**src/rtl/lut_databus_loader.sv**
```systemverilog
// rtl/lut_databus_loader.sv - databus burst reader that fills the lookup-table RAM, optionally ping-ponging halves
module lut_databus_loader #(
    parameter int AXI_ADDR_W = 32,
    parameter int AXI_DATA_W = 32,
    parameter int ADDR_W     = 10,
    parameter int LEN_W      = 8
) (
    input  logic                      clk,
    input  logic                      rst,
    input  logic                      run,
    input  logic                      running,
    output logic                      done,
    input  logic [AXI_ADDR_W-1:0]     ext_addr,
    input  logic [LEN_W-1:0]          length,
    input  logic                      pingPong,
    input  logic                      disabled,
    output logic                      databus_valid,
    input  logic                      databus_ready,
    output logic [AXI_ADDR_W-1:0]     databus_addr,
    input  logic [AXI_DATA_W-1:0]     databus_rdata,
    output logic [AXI_DATA_W-1:0]     databus_wdata,
    output logic [AXI_DATA_W/8-1:0]   databus_wstrb,
    output logic [LEN_W-1:0]          databus_len,
    input  logic                      databus_last,
    output logic [ADDR_W-1:0]         ram_addr,
    output logic [AXI_DATA_W-1:0]     ram_wdata,
    output logic                      ram_en,
    output logic                      ram_we,
    output logic                      buf_sel
);

    typedef enum logic [1:0] {
        S_IDLE,
        S_BURST,
        S_FLUSH
    } state_t;

    state_t state, state_nxt;

    logic [AXI_ADDR_W-1:0] addr_q;
    logic [LEN_W-1:0]      len_q;
    logic [LEN_W-1:0]      beat_cnt;
    logic [ADDR_W-1:0]     widx;
    logic                  pp_q;
    logic                  wsel;

    logic start;
    logic beat;
    logic end_beat;

    assign start    = (state == S_IDLE) && run && running && !disabled && (length != '0);
    assign beat     = (state == S_BURST) && databus_valid && databus_ready;
    assign end_beat = beat && ((beat_cnt == len_q - LEN_W'(1)) || databus_last);

    assign databus_addr  = addr_q;
    assign databus_len   = len_q;
    assign databus_wdata = '0;
    assign databus_wstrb = '0;

    always_comb begin
        state_nxt = state;
        case (state)
            S_IDLE:  if (start) state_nxt = S_BURST;
            S_BURST: if (end_beat) state_nxt = S_FLUSH;
            S_FLUSH: state_nxt = S_IDLE;
            default: state_nxt = S_IDLE;
        endcase
    end

    always_ff @(posedge clk or negedge rst) begin
        if (!rst) begin
            state <= S_IDLE;
        end else begin
            state <= state_nxt;
        end
    end

    always_ff @(posedge clk or negedge rst) begin
        if (!rst) begin
            done          <= 1'b1;
            databus_valid <= 1'b0;
            addr_q        <= '0;
            len_q         <= '0;
            pp_q          <= 1'b0;
            beat_cnt      <= '0;
            widx          <= '0;
            wsel          <= 1'b0;
            buf_sel       <= 1'b0;
            ram_en        <= 1'b0;
            ram_we        <= 1'b0;
            ram_addr      <= '0;
            ram_wdata     <= '0;
        end else begin
            ram_en <= 1'b0;
            ram_we <= 1'b0;

            if (start) begin
                addr_q        <= ext_addr;
                len_q         <= length;
                pp_q          <= pingPong;
                done          <= 1'b0;
                databus_valid <= 1'b1;
                beat_cnt      <= '0;
                widx          <= '0;
            end

            // Each accepted beat lands in RAM one cycle later; the index wraps silently.
            if (beat) begin
                ram_en    <= 1'b1;
                ram_we    <= 1'b1;
                ram_wdata <= databus_rdata;
                ram_addr  <= pp_q ? {wsel, widx[ADDR_W-2:0]} : widx;
                beat_cnt  <= beat_cnt + LEN_W'(1);
                widx      <= widx + ADDR_W'(1);
            end

            if (end_beat) begin
                databus_valid <= 1'b0;
            end

            // The last RAM write is on the port during FLUSH, so the reader may switch now.
            if (state == S_FLUSH) begin
                done <= 1'b1;
                if (pp_q) begin
                    buf_sel <= wsel;
                    wsel    <= ~wsel;
                end
            end
        end
    end

endmodule
```
**config.mk**
```make
export PLATFORM = sky130hd
export DESIGN_NAME = lut_databus_loader
export DESIGN_NICKNAME = d
export VERILOG_FILES = /design/src/rtl/lut_databus_loader.sv
export SDC_FILE = /design/constraint.sdc
export NUM_CORES = 1
export LEC_CHECK = 0
export CORE_ASPECT_RATIO = 0.7
export CORE_UTILIZATION = 68
export CTS_CLUSTER_SIZE = 24
export DETAILED_ROUTE_END_ITERATION = 8
export DONT_BUFFER_PORTS = 1
export PLACE_DENSITY = 0.83
export REMOVE_ABC_BUFFERS = 1
export SETUP_SLACK_MARGIN = 0.2
export SLEW_MARGIN = 20
export SYNTH_ARGS = -nofsm -noshare
export SYNTH_HDL_FRONTEND = slang
export SYNTH_SLANG_ARGS = --single-unit
```
**constraint.sdc**
```tcl
create_clock -name clk -period 4.7 [get_ports clk]
set_input_delay 0.94 -clock clk [delete_from_list [all_inputs] [get_ports clk]]
set_output_delay 0.94 -clock clk [all_outputs]
set_load 0.02 [all_outputs]
```
# Word-level counts from Yosys, hierarchy flattened
# Index checks and enable logic that the tools add are counted.
# Widths: inputs -> output; s select.
dict set report classes {
  n_mux 13
  n_bitwise 1
  addsub 3
  n_reduce_logical 16
  eq_ne 5
}
# operator n
set ops {}
lappend ops {{$mux 10} 3}
lappend ops {{$mux 8} 2}
lappend ops {{$add 10x1->10 const B} 1}
lappend ops {{$add 8x1->8 const B} 1}
lappend ops {{$eq 8x8->1} 1}
lappend ops {{$reduce_bool 8->1} 1}
lappend ops {{$sub 8x1->8 const B} 1}
lappend ops {{$logic_and 1x1->1} 7}
lappend ops {{$reduce_bool 2->1} 3}
lappend ops {{$mux 1} 5}
lappend ops {{$mux 2} 2}
lappend ops {{$ne 2x2->1 const B} 2}
lappend ops {{$pmux 2 s2} 1}
lappend ops {{$reduce_and 2->1} 2}
lappend ops {{$eq 2x1->1 const B} 1}
lappend ops {{$eq 2x2->1 const B} 1}
lappend ops {{$logic_not 2->1} 1}
lappend ops {{$logic_not 1->1} 1}
lappend ops {{$logic_or 1x1->1} 1}
lappend ops {{$not 1->1} 1}
dict set report word_totals {
  regBits 108
  elab_cells 51
  inputBits 80
  output_inout_bits 123
}

# Depth between registers and ports, before layout
# Gate-level depths: netlist (run 1).
dict set report logic_depth {
  ltp_word 7
  mapped_depth 6
}

# Least setup slack after synthesis (run 1)
# Ideal clock, no wire load.
dict set report synth_path {
  path_type {reg2reg}
  from {register len_q[0] (netlist: databus_len[0])}
  to {register databus_valid}
  stages_incl_launch_ff 7
  arrival_time_ns 2.132
  setup_slack_ns 2.430
  synth_period_minus_slack_ns 2.270
  setup_ns 0.138
  cell_sequence {dfrtp_1 -> inv_1 -> ha_1 -> or3b_4 -> or4_4 -> a2111oi_2 -> a211oi_1}
}
dict set report synth_between {
  elab_chain_len 5
}
# item line
set synth_lines {}
lappend synth_lines {{from (decl)} 41} ;# logic [LEN_W-1:0] len_q;
lappend synth_lines {{from (signal assigned)} 99} ;# len_q <= length;
lappend synth_lines {{$sub 8x1->8 *} 53} ;# assign end_beat = beat && ((beat_cnt == len_q - LEN_W'(1)) || databus_last);
lappend synth_lines {{$eq 8x8->1 *} 53}
lappend synth_lines {{$logic_or 1x1->1 *} 53}
lappend synth_lines {{$logic_and 1x1->1 *} 53}
lappend synth_lines {{$mux 1 / $reduce_bool 2->1 (equally long branches)} --}
lappend synth_lines {{to (signal assigned)} 81} ;# databus_valid <= 1'b0;
lappend synth_lines {{to (signal assigned)} 102} ;# databus_valid <= 1'b1;
lappend synth_lines {{to (signal assigned)} 118} ;# databus_valid <= 1'b0;
lappend synth_lines {{to (decl)} 17} ;# output logic databus_valid,
# Every way passes the cells marked *; elsewhere a longest branch is shown, timed or not.
# A chain may end at the register's enable or synchronous reset.

# Final worst setup path (run 1)
dict set report layout_path {
  from {input port length[1]}
  to {register beat_cnt[2]}
}
dict set report layout_between {
  elab_chain_len 3
}
# item line
set layout_lines {}
lappend layout_lines {{from (decl)} 14} ;# input logic [LEN_W-1:0] length,
lappend layout_lines {{$reduce_bool 8->1} 51} ;# assign start = (state == S_IDLE) && run && running && !disabled && (length != '0);
lappend layout_lines {{$logic_and 1x1->1} 51}
lappend layout_lines {{$reduce_bool 2->1 (no source line)} --}
lappend layout_lines {{to (signal assigned)} 113} ;# beat_cnt <= beat_cnt + LEN_W'(1);
lappend layout_lines {{to (decl)} 42} ;# logic [LEN_W-1:0] beat_cnt;
# No other way between the ends.

==> results of run 1 <==
cell type report:
class | count | share of cell area, %
sequential | 108 | 55.5
clock buffer | 10 | 2.62
timing repair buffer | 3 | 0.462
clock inverter | 6 | 1.03
inverter | 8 | 0.616
multi-input combinational | 390 | 37.4
tap | 94 | 2.41
worst max path at each step:
stage / end / from
CTS: beat_cnt[2] / length[1]
floorplan: state[0] / databus_ready
detailed placement: state[0] / length[1]
global placement: state[0] / length[1]
global route: widx[3] / length[1]
finish: beat_cnt[2] / length[1]
sequential cells by signal (all words and copies together), names as in the netlist:
signal / cells
widx: 10
buf_sel: 1
databus_valid: 1
ram_wdata: 32
databus_addr: 32
state: 2
wsel: 1
ram_we: 1
beat_cnt: 8
databus_len: 8
ram_addr: 10
done: 1
pp_q: 1
kinds of logic after synthesis:
group / Yosys count / synth area share [%]
flops: 108 / 56.6
compound gates: 40 / 5.40
other cells: 1 / 0.0786
simple gates: 295 / 25.4
mux: 5 / 1.07
buf+inv: 67 / 8.18
fa+ha+maj: 3 / 0.786
xor+xnor: 11 / 2.41
synthesized netlist by cell type (2+ instances only):
master | instances | share of area (%)
dfrtp_1 | 107 | 56
ha_1 | 3 | 0.79
a21o_1 | 2 | 0.31
nand4_1 | 5 | 0.66
a21oi_1 | 4 | 0.42
and3_1 | 3 | 0.39
nand3_1 | 13 | 1.4
nor4_1 | 4 | 0.52
o2111ai_1 | 2 | 0.37
or4_1 | 2 | 0.31
nor2_1 | 7 | 0.55
and2_1 | 2 | 0.26
o31ai_1 | 3 | 0.47
nand2_1 | 249 | 20
xor2_1 | 5 | 0.92
o211ai_1 | 2 | 0.31
buf_1 | 3 | 0.24
xnor2_1 | 5 | 0.92
o21ai_0 | 19 | 2.0
a211oi_1 | 2 | 0.31
mux2i_1 | 4 | 0.84
clkbuf_1 | 19 | 1.5
buf_4 | 37 | 5.8
inv_1 | 8 | 0.63
through the flow:
step	area, um^2	util [%]	hold slack, ns	instances	total power, uW
floorplan	4540	-	0.444	506	2510
global placement	4700	69.5	0.465	603	2680
detailed placement	4700	69.5	0.477	603	2740
CTS	4880	72.2	0.241	619	3260
global route	4880	72.2	0.218	619	3440
finish	4880	72.2	0.249	619	3240
power groups by stage:
stage,combinational [uW],clock [uW],sequential [uW]
final,688,515,2030
after detailed placement,694,0,2050
after floorplan,569,0,1950
after global routing,801,562,2080
after global placement,644,0,2040
after CTS,695,524,2040
metal layers:
layer	track usage [%]	up-vias
met4	7.30	0
met3	8.29	12
li1	-	1604
met1	34.3	1633
met5	0	-
met2	44.2	137
worst max-delay path, cell delays in order:
cell,delay [ns]
nor4_1,0.77
a211o_2,0.89
a21oi_1,0.14
o21ai_0,0.19
==> results.md, run 1 <==
- Met1 WL: 3.84 mm
- # setup viols final: 0
- Vias: roughly 3400
- Yosys warnings: 0
- F_max: 0.376 GHz
- Fin nets: 603
- Multi-input gate area: 0.00182 mm^2
- Status: completed
- Fillers: 533
- HPWL after DPL: 6.35 mm
- Gate power share: 21.2%
- Sw power: around 1500 uW
- Pre-antenna DRT Iters: 4
- CP max FO: 56
- Antenna Violating Nets Remaining: 0
- Slew headroom: 37.2%
- Share of cells above drive strength 1: 5.33%
- Max Clock Skew: 0.00885 ns
- Detailed Route WL: around 9.3 mm
- Gr ovfl total: 0
- Tmin final: 2.66 ns
- Crit share post-route: 56.6%
- HP Class: in2async
- Vias per cell: 5.47
- Static Leak: 0.00256 uW
- Max-slew violations: 0
- Sequential share of power: 62.8%
- IO Port Bufs: 0
- Core Box Area: about 0.0068 mm^2
- Sw Share: 45.3%
- Flop2flop setup slack: 2.16 ns
- Crit path kind: in2reg
- # H-tree levels: 3
- Total I/O pin count: approximately 200
- DR WL met2: between 4 and 5 mm
- Post-synth ARST share: 100%
- Synthesized cell area: 0.00477 mm^2
- First-pass GRT wire length: 15.0 mm
- Most frequent cells in the layout: 249 x nand2_1, 107 x dfrtp_1, 36 x conb_1
- Wirelength per Cell: 15.0 um
- Root buffer cell: clkbuf_8
- Syn avg cell area: 9.01 um^2
- Post-route setup slack: 2.04 ns
- Crit path DAT: 2.94 ns
- Register-to-Register Path Depth: 6
- Internal power: 1770 uW
- Power Density: about 660 mW/mm^2
- TritonCTS clock tree: yes
- Inserted Clock Buffers: 9
- Crit path capture type: flop
- Post-synthesis cell type count: 44
- Clk slew on worst S/H paths: 0.10 ns
- # clock sinks: 108
- Max VDD drop: 0.355 mV
- Row count: 25
- Sequential fraction of the synthesis area: 56.6%
- Die width: around 100 um
- Initial Util: 70.6%
- DR DRC count: 0
- Max clock buf depth: 2
- Post-synth EDFFs: 0
- Clk pwr share: 15.9%
- FF+latch area: 0.00270 mm^2
- Worst slew pin tran: between 0.9 and 1 ns
- Commonest non-fill, non-tap cell in the layout: nand2_1
- Die Height: 72.1 um
- Worst EP required: 4.99 ns
- Antenna Cells: 0
- Clock Latency Late Sink: 0.37 ns
- Post-CTS setup buffers: 0
- Die area: 0.00736 mm^2
- DR top layer: met4
- RSZ-0062 raised after global routing: no
- Post-CTS sizing: 0
- RR Endpoint: state[0]
- R2R Path Start: databus_len[0]
- Post-Synthesis Cells: 530
- Max Cap Viol: 0
- Initial antenna violation count: 0
- Final TNS setup: 0 ns
- Final hold violation count: 0
- Hold-fix buffers, CTS: 0
- GRT Util Overall: 26.7%
- Post-Place Setup Slack: roughly 1.7 ns
- Initial drt markers: 147
- Top FF cell, synth: dfrtp_1
- Setup crit start kind: input pin
- Vias in the first global route: 3121
- Pin count of the biggest net entering global routing: 109
- Seq cells post-synth: 108
- Placer congestion estimate: 0.800
- Met3 routed WL: 662 um
- Area Overhead vs Synth: 2.15%
Power figures use the tool's default switching activity.
==> run 2: changes to the inputs <==
--- a/config.mk
+++ b/config.mk
@@ -6,11 +6,11 @@
 export NUM_CORES = 1
 export LEC_CHECK = 0
 export CORE_ASPECT_RATIO = 0.7
-export CORE_UTILIZATION = 68
+export CORE_UTILIZATION = 63
 export CTS_CLUSTER_SIZE = 24
 export DETAILED_ROUTE_END_ITERATION = 8
 export DONT_BUFFER_PORTS = 1
-export PLACE_DENSITY = 0.83
+export PLACE_DENSITY = 0.78
 export REMOVE_ABC_BUFFERS = 1
 export SETUP_SLACK_MARGIN = 0.2
 export SLEW_MARGIN = 20
==> constraint.sdc (replaced) <==
create_clock -name clk -period 2.8 [get_ports clk]
set_input_delay 0.56 -clock clk [delete_from_list [all_inputs] [get_ports clk]]
set_output_delay 0.56 -clock clk [all_outputs]
set_load 0.02 [all_outputs]
==> run 2 against run 1 <==
The run now ends with negative hold slack left. Power grew 69%. Non-clock buffer count grew 4. Final area is 1.4% higher. Utilization is 4.6 points lower. Largest power group unchanged.
==> results.md, run 2 (synthesis results as in run 1) <==
- Max Clock Skew: 0.0113 ns (was 0.00885 ns)
- R2R Path Start: databus_len[0] (unchanged)
- Initial antenna violation count: 0 (unchanged)
- # setup viols final: 0 (unchanged)
- Wirelength per Cell: 14.7 um (was 15.0 um)
- First-pass GRT wire length: 14.7 mm (was 15.0 mm)
- Finished Cell Area: 0.00494 mm^2 (was 0.00488 mm^2)
- # H-tree levels: 3 (unchanged)
- Worst slew pin tran: 0.599 ns (was 0.942 ns)
- Setup crit start kind: flop (was input pin)
- Status: finished, violations left (was completed)
- Pre-antenna DRT Iters: 4 (unchanged)
- Inserted Clock Buffers: 9 (unchanged)
- Detailed Route WL: 9.24 mm (was 9.30 mm)
- Crit path kind: reg2reg (was in2reg)
- Fillers: 578 (was 533)
- # clock sinks: 108 (unchanged)
- Row count: 26 (was 25)
- Pin count of the biggest net entering global routing: 109 (unchanged)
- Sw Share: 44.6% (was 45.3%)
- Share of cells above drive strength 1: 6.05% (was 5.33%)
- TritonCTS clock tree: yes (unchanged)
- Final hold violation count: 107 (was 0)
- Commonest non-fill, non-tap cell in the layout: nand2_1 (unchanged)
- Flop2flop setup slack: 0.29 ns (was 2.16 ns)
- Vias per cell: 5.39 (was 5.47)
- Slew headroom: 59.7% (was 37.2%)
- CP max FO: 6 (was 56)
- Initial drt markers: 147 (unchanged)
- Max Cap Viol: 0 (unchanged)
- Initial Util: 65.2% (was 70.6%)
- RR Endpoint: state[0] (unchanged)
- F_max: roughly 0.4 GHz
- Worst hold slack: -0.121 ns (was 0.249 ns)
- Root buffer cell: clkbuf_8 (unchanged)
- Worst EP required: 3.02 ns (was 4.99 ns)
- Max clock buf depth: 2 (unchanged)
- Clk slew on worst S/H paths: 0.10 ns (about the same)
- Met3 Use GR: 7.71% (was 8.29%)
- DP Area: 0.00476 mm^2 (was 0.00470 mm^2)
- Post-CTS setup buffers: 0 (unchanged)
- Clk pwr share: 16.1% (was 15.9%)
- Clock Latency Late Sink: 0.36 ns (was 0.37 ns)
- Die area: 0.00793 mm^2 (was 0.00736 mm^2)
- GR peak layer: met2 (unchanged)
- Most frequent cells in the layout: 249 x nand2_1, 107 x dfrtp_1, 36 x conb_1 (unchanged)
- Die width: 106 um (was 102 um)
- Placer congestion estimate: 0.847 (was 0.800)
- Power Density: 1100 mW/mm^2 (was 664 mW/mm^2)
- DR DRC count: 0 (unchanged)
- Crit path DAT: 2.73 ns (was 2.94 ns)
- HPWL after DPL: 6.38 mm (was 6.35 mm)
- Vias: 3381 (was 3386)
- Tmin final: about 2.5 ns
- Cell Count Post-Placement: 611 (was 603)
- GR Util met1: 30.1% (was 34.3%)
- Violated checks: negative hold slack
- RSZ-0062 raised after global routing: no (unchanged)
- IO Port Bufs: 0 (unchanged)
- End point of the critical path: state[0] (was beat_cnt[2])
- Fin nets: 607 (was 603)
- Post-CTS sizing: 0 (unchanged)
- Total I/O pin count: 203 (unchanged)
- Critical path startpoint: databus_len[0] (was length[1])
- Core Box Area: 0.00732 mm^2 (was 0.00676 mm^2)
- Crit path capture type: flop (unchanged)
- Gate power share: 21.4% (was 21.2%)
- Internal power: 3020 uW (was 1770 uW)
- Non-Filler Instances: 627 (was 619)
- Antenna Cells: 0 (unchanged)
- HP Class: in2async (unchanged)
- Gr ovfl total: 0 (unchanged)
- Max VDD drop: 0.601 mV (was 0.355 mV)
- GRT Util Overall: 23.5% (was 26.7%)
- Static Leak: 0.00259 uW (was 0.00256 uW)
- Sw power: 2430 uW (was 1470 uW)
- Met2 Use GR: 40.3% (was 44.2%)
- Crit share post-route: 89.7%
- Area Overhead vs Synth: 3.59% (was 2.15%)
- Sequential share of power: 62.4% (was 62.8%)
- Vias in the first global route: 3151 (was 3121)
- Antenna Violating Nets Remaining: 0 (unchanged)
- Register-to-Register Path Depth: 6 (unchanged)
- Max-slew violations: 0 (unchanged)
- Die Height: 74.8 um (was 72.1 um)
## run 2: final cells by class
class	count	area, um^2	area share (%)
Clock buffer	11	141	2.86
Clock inverter	5	45.0	0.911
Inverter	8	30.0	0.607
Multi-Input combinational cell	390	1820	36.9
Sequential cell	108	2700	54.7
Tap cell	98	123	2.48
Timing Repair Buffer	7	77.6	1.57
## run 2: through the flow
step           utilization [%]  setup TNS, ns  setup slack [ns]  total power [uW]
3_5_place_dp              65.0              0             0.326              4610
3_3_place_gp              65.0              0             0.453              4520
6_report                  67.6              0             0.289              5460
5_1_grt                   67.6              0             0.218              5830
4_1_cts                   67.6              0             0.309              5500
2_1_floorplan                -         -72.05             -1.41              4220
## run 2: power groups by stage
stage                     clock (uW)  combinational [uW]  sequential [uW]
after floorplan                    0                 955             3270
after global placement             0                1110             3420
after detailed placement           0                1170             3440
after CTS                        911                1180             3420
after global routing             962                1380             3490
final                            881                1170             3410
## run 2: how the worst min path moves through the flow
stage                    endpoint  slack (ns)  cells after the start
floorplan             beat_cnt[0]        0.26                      0
global placement    ram_wdata[23]        0.27                      0
detailed placement   ram_wdata[9]        0.27                      0
CTS                  ram_wdata[9]       -0.14                      0
global route          ram_addr[8]       -0.16                      0
finish               ram_wdata[9]       -0.12                      0
## run 2: metal layers
layer	up-vias	part of all wire, %
met5	-	0
met4	0	0.25
met3	5	7.1
met2	141	50
met1	1626	43
li1	1609	-
## run 2: worst max-delay path: stages, from the launching register on
cell and delay [ns]:
dfrtp_1 0.52, inv_1 0.13, ha_1 0.21, or3b_4 0.41
or4_4 0.50, a2111oi_0 0.48, a31oi_1 0.14
==> run 3: changes to the inputs <==
--- a/config.mk
+++ b/config.mk
@@ -6,6 +6,7 @@
 export NUM_CORES = 1
 export LEC_CHECK = 0
 export CORE_ASPECT_RATIO = 0.7
+export CORE_MARGIN = 2
 export CORE_UTILIZATION = 63
 export CTS_CLUSTER_SIZE = 24
 export DETAILED_ROUTE_END_ITERATION = 8
==> run 3 against run 2 <==
Routed wire length grew 3.2%. Critical path type unchanged. Setup slack gained 0.040 ns. Sequential cell count is the same. Sequential share of layout area is essentially flat. The flow still finishes with violations (negative hold slack). Non-clock buffer count shrank 1. First-iteration DRC count grew 56%. Register-to-register slack gained 0.04 ns. Global-route usage grew 0.34 points. Utilization is essentially flat. Via count shrank 2.8%. Power grew 2.0%. Hold slack lost 0.0050 ns.
==> results.md, run 3 (synthesis results as in run 1) <==
- R2R Path Start: databus_len[0] (unchanged)
- # setup viols final: 0 (unchanged)
- Max VDD drop: 0.543 mV (was 0.601 mV)
- Max Cap Viol: 0 (unchanged)
- Final hold violation count: 107 (unchanged)
- Worst slew pin tran: 0.798 ns (was 0.599 ns)
- Multi-input gate area: 0.00183 mm^2 (was 0.00182 mm^2)
- # clock sinks: 108 (unchanged)
- Fin nets: 606 (was 607)
- Max-slew violations: 0 (unchanged)
- Final TNS setup: 0 ns (unchanged)
- Pin count of the biggest net entering global routing: 109 (unchanged)
- IO Port Bufs: 0 (unchanged)
- Crit path DAT: 2.71 ns (was 2.73 ns)
- Placer congestion estimate: 0.815 (was 0.847)
- Antenna Cells: 0 (unchanged)
- Violated checks: negative hold slack (unchanged)
- Initial antenna violation count: 0 (unchanged)
- Initial drt markers: 229 (was 147)
- Vias in the first global route: 3217 (was 3151)
- RSZ-0062 raised after global routing: no (unchanged)
- HPWL after DPL: 6.61 mm (was 6.38 mm)
- Core Box Area: 0.00732 mm^2 (unchanged)
- F_max: 0.405 GHz (was 0.398 GHz)
- Crit path capture type: flop (unchanged)
- HP Class: in2async (unchanged)
- Status: finished, violations left (unchanged)
- Vias per cell: 5.26 (was 5.39)
- Most frequent cells in the layout: 249 x nand2_1, 107 x dfrtp_1, 36 x conb_1 (unchanged)
- Share of cells above drive strength 1: 5.88% (was 6.05%)
- Setup crit start kind: flop (unchanged)
- Non-Filler Instances: 625 (was 627)
- Slew headroom: 46.3% (was 59.7%)
- Wirelength per Cell: 15.3 um (was 14.7 um)
- Crit share post-route: 88.3% (was 89.7%)
- Crit path kind: reg2reg (unchanged)
- # H-tree levels: 3 (unchanged)
- Area Overhead vs Synth: 3.64% (was 3.59%)
- Initial Util: 65.2% (unchanged)
- Antenna Violating Nets Remaining: 0 (unchanged)
- Vias: 3288 (was 3381)
- Met2 Use GR: 37.4% (was 40.3%)
- Post-route setup slack: 0.329 ns (was 0.289 ns)
- Root buffer cell: clkbuf_8 (unchanged)
- Die width: 108 um (was 106 um)
- Post-Place Setup Slack: 0.362 ns (was 0.326 ns)
- Inserted Clock Buffers: 9 (unchanged)
- Row count: 26 (unchanged)
- Pre-antenna DRT Iters: 4 (unchanged)
- GRT Util Overall: 23.9% (was 23.5%)
- FF+latch area: 0.00270 mm^2 (unchanged)
- Static Leak: 0.00259 uW (about the same)
- TritonCTS clock tree: yes (unchanged)
- Max Clock Skew: 0.0116 ns (was 0.0113 ns)
- First-pass GRT wire length: 15.6 mm (was 14.7 mm)
- Power Density: 1130 mW/mm^2 (was 1100 mW/mm^2)
- Cell Count Post-Placement: 610 (was 611)
- GR peak layer: met2 (unchanged)
- Worst hold slack: -0.126 ns (was -0.121 ns)
- Commonest non-fill, non-tap cell in the layout: nand2_1 (unchanged)
- Critical path startpoint: databus_len[0] (unchanged)
- DR DRC count: 0 (unchanged)
- Clk slew on worst S/H paths: 0.10 ns (about the same)
- GR Util met1: 31.0% (was 30.1%)
- Fillers: 566 (was 578)
- Tmin final: 2.47 ns (was 2.51 ns)
- Gr ovfl total: 0 (unchanged)
- CP max FO: 6 (unchanged)
- Total I/O pin count: 203 (unchanged)
- Clock Latency Late Sink: 0.37 ns (was 0.36 ns)
- Max clock buf depth: 2 (unchanged)
- Met3 Use GR: 8.33% (was 7.71%)
- Worst EP required: 3.04 ns (was 3.02 ns)
- Die area: 0.00830 mm^2 (was 0.00793 mm^2)
- Die Height: 76.8 um (was 74.8 um)
- Detailed Route WL: 9.54 mm (was 9.24 mm)
[run 3: changes by cell type in the layout (fill, tap and decap cells not counted)]
cell	before	now
a2111oi_0	1	0
a2111oi_1	0	1
buf_12	2	1
bufinv_16	0	1
clkbuf_1	1	0
clkbuf_8	10	11
clkinv_4	2	1
clkinvlp_4	1	0
inv_6	1	2
inv_8	1	0
[run 3: worst max-delay path, stage by stage, from the launching register on]
cell and delay [ns]:
dfrtp_1 0.52, inv_1 0.14, ha_1 0.20, or3b_4 0.41, or4_4 0.50, a2111oi_1 0.46, a31oi_1 0.13
[run 3: metal layers]
metal	wire, um	vias to the layer above
li1	-	1604
met1	4020	1516
met2	4540	151
met3	811	17
met4	172	0
met5	0	-
[run 3: final timing paths]
path	to	slack (ns)	cells past startpoint
max	state[0]	0.33	6
min	pp_q	-0.13	0
max reg2reg	state[0]	0.33	6
min reg2reg	widx[9]	0.50	1
max in group asynchronous	done	2.75	0
min in group clk	databus_len[7]	0.29	2
[run 3: what timing repair did]
item	CTS	global route
hold endpoints to repair	107	108
buffers inserted	0	0
setup endpoints to repair	0	1
resized for setup	0	1
[run 3: layout make-up]
type | instances | area share, %
multi-input cells | 390 | 36.9
clock buffers | 11 | 3.06
flip-flops and latches | 108 | 54.7
clock inverters | 4 | 1.14
well taps | 98 | 2.48
repair buffers | 6 | 1.16
inverters | 8 | 0.607
[run 3: metrics by stage]
step	total power [uW]	util (%)	hold WS (ns)	area, um^2
2_1_floorplan	4220	-	0.264	4540
3_3_place_gp	4530	64.7	0.266	4740
3_5_place_dp	4610	64.7	0.267	4740
4_1_cts	5600	67.6	-0.145	4950
5_1_grt	5940	67.6	-0.161	4950
6_report	5570	67.6	-0.126	4950
[run 3: report_power, final]
part	switching, uW	internal (uW)
clock	517	466
sequential	1240	2170
combinational	690	489
total	2440	3120
